$ cat config.mk
export PLATFORM = sky130hd
export DESIGN_NAME = music_player
export DESIGN_NICKNAME = d
export VERILOG_FILES = /design/src/rtl/music_player.sv
export SDC_FILE = /design/constraint.sdc
export NUM_CORES = 1
export LEC_CHECK = 0
export ABC_AREA = 1
export BUFFER_PORTS_ARGS = -buffer_cell sky130_fd_sc_hd__buf_2
export CAP_MARGIN = 10
export CORE_MARGIN = 2
export CORE_UTILIZATION = 60
export DETAILED_ROUTE_END_ITERATION = 7
export PLACE_DENSITY = 0.78
export SYNTH_ARGS = -nofsm -noshare
export SYNTH_HDL_FRONTEND = slang
export SYNTH_SLANG_ARGS = --single-unit
$ cat constraint.sdc
create_clock -name clk -period 2.75 [get_ports clk]
set_input_delay 0.275 -clock clk [delete_from_list [all_inputs] [get_ports clk]]
set_output_delay 0.275 -clock clk [all_outputs]
set_load 0.05 [all_outputs]
$ cat src/rtl/music_player.sv
`default_nettype none
// ============================================================================
// Module   : music_player
// Purpose  : Steps a 64-entry note ROM one beat at a time and drives a square-wave buzzer.
//            Optional macro MUSIC_LOOP_EN: wrap to step 0 at end of score instead of stopping.
// Revision : 1.0 - initial release
// ============================================================================
module music_player #(
  parameter int CLK_HZ   = 50_000_000,
  parameter int BEAT_CYC = 12_500_000
) (
  input  logic       clk,
  input  logic       rst_n,
  input  logic       start,
  input  logic       pause,
  input  logic       stop,
  output logic [5:0] cnt_music,
  input  logic [7:0] key,
  output logic       buzzer,
  output logic       playing,
  output logic       done
);

  function automatic int f_hp(input int f);
    return CLK_HZ / (2 * f);
  endfunction

  localparam int c_HP_C4 = f_hp(262);
  localparam int c_TW    = $clog2(c_HP_C4 + 1);
  localparam int c_BW    = (BEAT_CYC > 1) ? $clog2(BEAT_CYC) : 1;
  // Index order: C4..B4, C5, D5..B5
  localparam int c_HP [14] = '{
    f_hp(262), f_hp(294), f_hp(330), f_hp(349), f_hp(392), f_hp(440), f_hp(494),
    f_hp(523), f_hp(587), f_hp(659), f_hp(698), f_hp(784), f_hp(880), f_hp(988)
  };

  typedef enum logic [1:0] {
    IDLE  = 2'd0,
    PLAY  = 2'd1,
    PAUSE = 2'd2
  } state_t;

  state_t          r_state;
  state_t          w_state_nxt;
  logic [c_BW-1:0] r_beat;
  logic [5:0]      r_cnt;
  logic            r_load;
  logic            r_done;
  logic            r_phase;
  logic            r_buzzer;
  logic [c_TW-1:0] r_note;
  logic [c_TW-1:0] r_tone;
  logic [c_TW-1:0] w_note_nxt;
  logic [c_TW-1:0] w_tone_nxt;
  logic [c_TW-1:0] w_dec;
  logic            w_phase_nxt;
  logic            w_tc;
  logic            w_last;
  logic            w_load;

  // Returns the tone half-period for a key code; zero means rest.
  function automatic logic [c_TW-1:0] f_decode(input logic [7:0] k);
    logic [6:0] lo;
    lo       = ~k[6:0];
    f_decode = '0;
    if (k[7]) begin
      for (int n = 0; n < 7; n++)
        if (lo == 7'(1 << n)) f_decode = c_TW'(c_HP[n]);
    end else if (lo == 7'd0) begin
      f_decode = c_TW'(c_HP[7]);
    end else if (!lo[6]) begin
      for (int n = 0; n < 6; n++)
        if (lo[5:0] == 6'(1 << n)) f_decode = c_TW'(c_HP[n + 8]);
    end
  endfunction

  assign w_dec  = f_decode(key);
  assign w_tc   = (r_state == PLAY) && !stop && (r_beat == c_BW'(BEAT_CYC - 1));
  assign w_last = w_tc && (r_cnt == 6'd63);
  assign w_load = ((r_state == IDLE) && (w_state_nxt == PLAY)) ||
                  (r_load && (r_state != IDLE));

  always_comb begin
    w_state_nxt = r_state;
    if (stop) begin
      w_state_nxt = IDLE;
    end else begin
      case (r_state)
        IDLE:    if (start && !pause) w_state_nxt = PLAY;
        PLAY: begin
`ifdef MUSIC_LOOP_EN
          if (pause) w_state_nxt = PAUSE;
`else
          if (w_last)     w_state_nxt = IDLE;
          else if (pause) w_state_nxt = PAUSE;
`endif
        end
        PAUSE:   if (!pause) w_state_nxt = PLAY;
        default: w_state_nxt = IDLE;
      endcase
    end
  end

  always_ff @(posedge clk or negedge rst_n) begin
    if (!rst_n) r_state <= IDLE;
    else        r_state <= w_state_nxt;
  end

  // Beat counter and score position; PAUSE holds both.
  always_ff @(posedge clk or negedge rst_n) begin
    if (!rst_n) begin
      r_beat <= '0;
      r_cnt  <= '0;
      r_load <= 1'b0;
      r_done <= 1'b0;
    end else begin
      r_load <= w_tc;
      r_done <= w_last;
      if (stop) begin
        r_beat <= '0;
        r_cnt  <= '0;
      end else if (r_state == PLAY) begin
        if (w_tc) begin
          r_beat <= '0;
          r_cnt  <= r_cnt + 6'd1;
        end else begin
          r_beat <= r_beat + c_BW'(1);
        end
      end else if (r_state == IDLE) begin
        r_beat <= '0;
      end
    end
  end

  always_comb begin
    w_note_nxt  = r_note;
    w_tone_nxt  = r_tone;
    w_phase_nxt = r_phase;
    if (w_state_nxt == IDLE) begin
      w_note_nxt  = '0;
      w_tone_nxt  = '0;
      w_phase_nxt = 1'b0;
    end else if (w_load) begin
      w_note_nxt  = w_dec;
      w_tone_nxt  = '0;
      w_phase_nxt = 1'b0;
    end else if ((r_state == PLAY) && (r_note != '0)) begin
      if (r_tone == r_note - c_TW'(1)) begin
        w_tone_nxt  = '0;
        w_phase_nxt = ~r_phase;
      end else begin
        w_tone_nxt  = r_tone + c_TW'(1);
      end
    end
  end

  // r_phase keeps the tone phase across PAUSE while the pin itself is forced low.
  always_ff @(posedge clk or negedge rst_n) begin
    if (!rst_n) begin
      r_note   <= '0;
      r_tone   <= '0;
      r_phase  <= 1'b0;
      r_buzzer <= 1'b0;
    end else begin
      r_note   <= w_note_nxt;
      r_tone   <= w_tone_nxt;
      r_phase  <= w_phase_nxt;
      r_buzzer <= w_phase_nxt && (w_state_nxt == PLAY);
    end
  end

  assign cnt_music = r_cnt;
  assign buzzer    = r_buzzer;
  assign done      = r_done;
  assign playing   = (r_state == PLAY);

endmodule
`default_nettype wire

==> results_dict.tcl <==
set metrics [dict create \
    startpoint_type "flip-flop" \
    grt_pass1_vias 4203 \
    routed_wl_mm 10.4 \
    fp.dieW_um 92.8 \
    synthAdderAreaFrac 0.0106 \
    synth_area_leader_cell "dfrtp_1" \
    synth_mux_area_frac 0 \
    critPathMaxStageDelay_ns 0.38 \
    reg2reg_depth 11 \
    first_pass_iters 5 \
    ios 22 \
    fill_cells 704 \
    antenna_found_initial 0 \
    synth_simple_gate_area_frac 0.392 \
    synthesis.area_mm2 0.00473 \
    yosys_warnings 0 \
    rsz0062_at_grt "no" \
    synth_area_leaders "dfrtp_1 (37%), nand2_1 (14%), inv_1 (7.7%)" \
    setup.worst_path.class "reg -> reg" \
    ys.flop_type "dfrtp_1" \
    clkSlewWorstSetupHoldPaths_ns 0.08 \
    yosysSeqAreaShare 0.370 \
    drv_cap 0 \
    p_leak_uw 0.00258 \
    start_util 0.616 \
    syn_inst 663 \
    ir_worst_vdd_v 0.000324 \
    grt_overflow_total 0 \
    synth_top_family_by_area "simple AND/OR/NAND/NOR gates" \
    port_buffers 21 \
    synth.avg_cell_area_um2 7.14 \
    period_minus_slack_ns 2.25 \
    gp_congestion 0.901 \
    synth_xor_area_frac 0.0463 \
    tightest_slew_ns 0.645 \
    core_mm2 0.00769 \
    grt_pass1_wl_mm 18.3 \
    synth_edf_count 0 \
    placed_cell_area_mm2 0.00495 \
    wl_per_cell_um 13.1 \
    cp.required_ns 2.96 \
    mostFrequentLayoutCell "nand2_1" \
    worstPathCellList "inv_1 -> ha_1 -> nand2_2 -> nor2_1 -> nand3_1 -> xor2_1 -> nand3_1 -> nor2_4 -> nand3_2 -> nand2_4 -> nor2_1" \
    drt-initial-drc-count 238 \
    cts.path.max_buffers 2 \
    drc 0 \
    crit_family "simple AND/OR/NAND/NOR gates" \
    vias_per_cell 5.37 \
    grtUsageTotal 0.263 \
    nNetsFinal 708 \
    finalHoldViolCount 0 \
    stdcell_area_mm2 0.00518 \
    grt_max_degree 45 \
    numCtsBuffers 9 \
    post_cts_buffers 0 \
    total_power_uw 2330 \
    die_height_um 92.8 \
    drv_slew 0 \
    status "finished, final reports clean" \
    worst_skew_pair.late_latency_ns 0.34 \
    finClkSkew_ns 0.0151 \
    power.density_mw_per_mm2 450 \
    synth_top_area_frac 0.370 \
    clkSinkCount 70 \
    hold_depth 3 \
    cts_tree "built" \
    cp-end-kind "flip-flop" \
    relSlewSlack 0.566 \
    fp.dieArea_mm2 0.00862 \
    cp_max_fo 14 \
    synth_cell_types 42 \
    finalCritPeriodShare 0.818 \
    cts_root_buf "clkbuf_8" \
    worstHoldPathType "in -> reg" \
    critPathBufInv 1 \
    crit_arrival_ns 2.46 \
    crit_slowest_cell "dfrtp_1" \
    layout_common_cells "nand2_1 (175), inv_1 (97), nor2_1 (73), dfrtp_1 (70), nand3_1 (45)" \
    syn_to_final_growth_pct 9.41 \
    htree_num_levels 3 \
    rows 32 \
    crit_cells 11 \
    synth_compound_area_frac 0.0878 \
    synthArstFlopShare 1.00 \
    finalSetupTns_ns 0 \
    via_count 4282 \
    place_hpwl_mm 8.00 \
    setup_viol 0 \
    drive_gt1_frac 0.121 \
    max_freq_ghz 0.444 \
    n_antenna_cell 0 \
    postRouteAntennaNets 0 \
    synth_nets 680 \
    ys_seq_elements 70 \
]
==> area by class of cell <==
type                       count  area, um2  area share
sequential                    70       1750       0.338
tap                          102        128      0.0246
inverter                     102        388      0.0749
timing repair buffer          25        150      0.0290
clock inverter                 6       93.8      0.0181
clock buffer                  10        128      0.0246
multi-input combinational    483       2540       0.490
==> final timing paths <==
path	endpoint	start	slack, ns
min in group asynchronous	cnt_music[5]$_DFFE_PN0P_	rst_n	0.48
worst max register to register	r_tone[15]$_DFFE_PN0P_	r_note[0]$_DFFE_PN0P_	0.50
worst min-delay path	r_state[1]$_DFF_PN0_	pause	0.20
worst min register to register	r_note[1]$_DFFE_PN0P_	r_note[1]$_DFFE_PN0P_	0.50
max in group asynchronous	r_beat[20]$_DFFE_PN0P_	rst_n	1.60
worst max-delay path	r_tone[15]$_DFFE_PN0P_	r_note[0]$_DFFE_PN0P_	0.50
==> registers in the layout, summed over array words and instances (netlist names) <==
| register | cells |
|---|---|
| r_beat | 24 |
| buzzer | 1 |
| r_load | 1 |
| done | 1 |
| r_phase | 1 |
| r_tone | 17 |
| r_state | 2 |
| cnt_music | 6 |
| r_note | 17 |
==> logic make-up (layout without fill, tap and decap cells) <==
kind of cell,Yosys count,count (layout)
buf+inv,110,143
xor+xnor,25,25
compound gates,73,73
simple gates,381,381
flops,70,70
fa+ha+maj,4,4
==> per-stage QoR <==
stage	instances	hold slack [ns]	setup WS, ns	util
after CTS	798	0.175	0.481	0.674
final	798	0.198	0.500	0.674
after global routing	798	0.192	0.294	0.674
after detailed placement	781	0.347	0.537	0.644
after floorplan	663	-0.0206	0.581	-
after global placement	781	0.324	0.601	0.644
==> routing by layer <==
metal / global-route usage / vias up / wire length, um
met5: 0 / - / 0
met3: 0.0325 / 14 / 250
met2: 0.464 / 74 / 5290
met1: 0.330 / 2020 / 4750
met4: 0.0931 / 0 / 156
li1: - / 2174 / -
==> power by group <==
group | internal [uW] | switching, uW | total (uW)
sequential | 1040 | 17.8 | 1060
clock | 520 | 421 | 941
combinational | 107 | 221 | 328
==> cells in the mapped netlist, drive strengths merged (2+ instances only) <==
master and number:
nand2 183, inv 99, nor2 97, dfrtp 70
nand3 49, o21ai 33, a21oi 24, xor2 20
nor3 18, nand3b 13, nand4 13, buf 7
nor4 5, xnor2 5, ha 4, clkinv 3
o21a 3, a22oi 2, a31oi 2, nor3b 2
o221a 2, o31ai 2
==> worst min-delay path: cells and delay by family <==
kind                   cells  cell delay [ns]
buffers and inverters      2             0.16
AND/OR/NAND/NOR            1             0.07
==> what timing repair did <==
action,in CTS,in global routing
hold buffers,1,0
gates resized for setup,0,0
endpoints found under the hold margin,26,0
No activity file was read; power rests on OpenSTA's default activity.
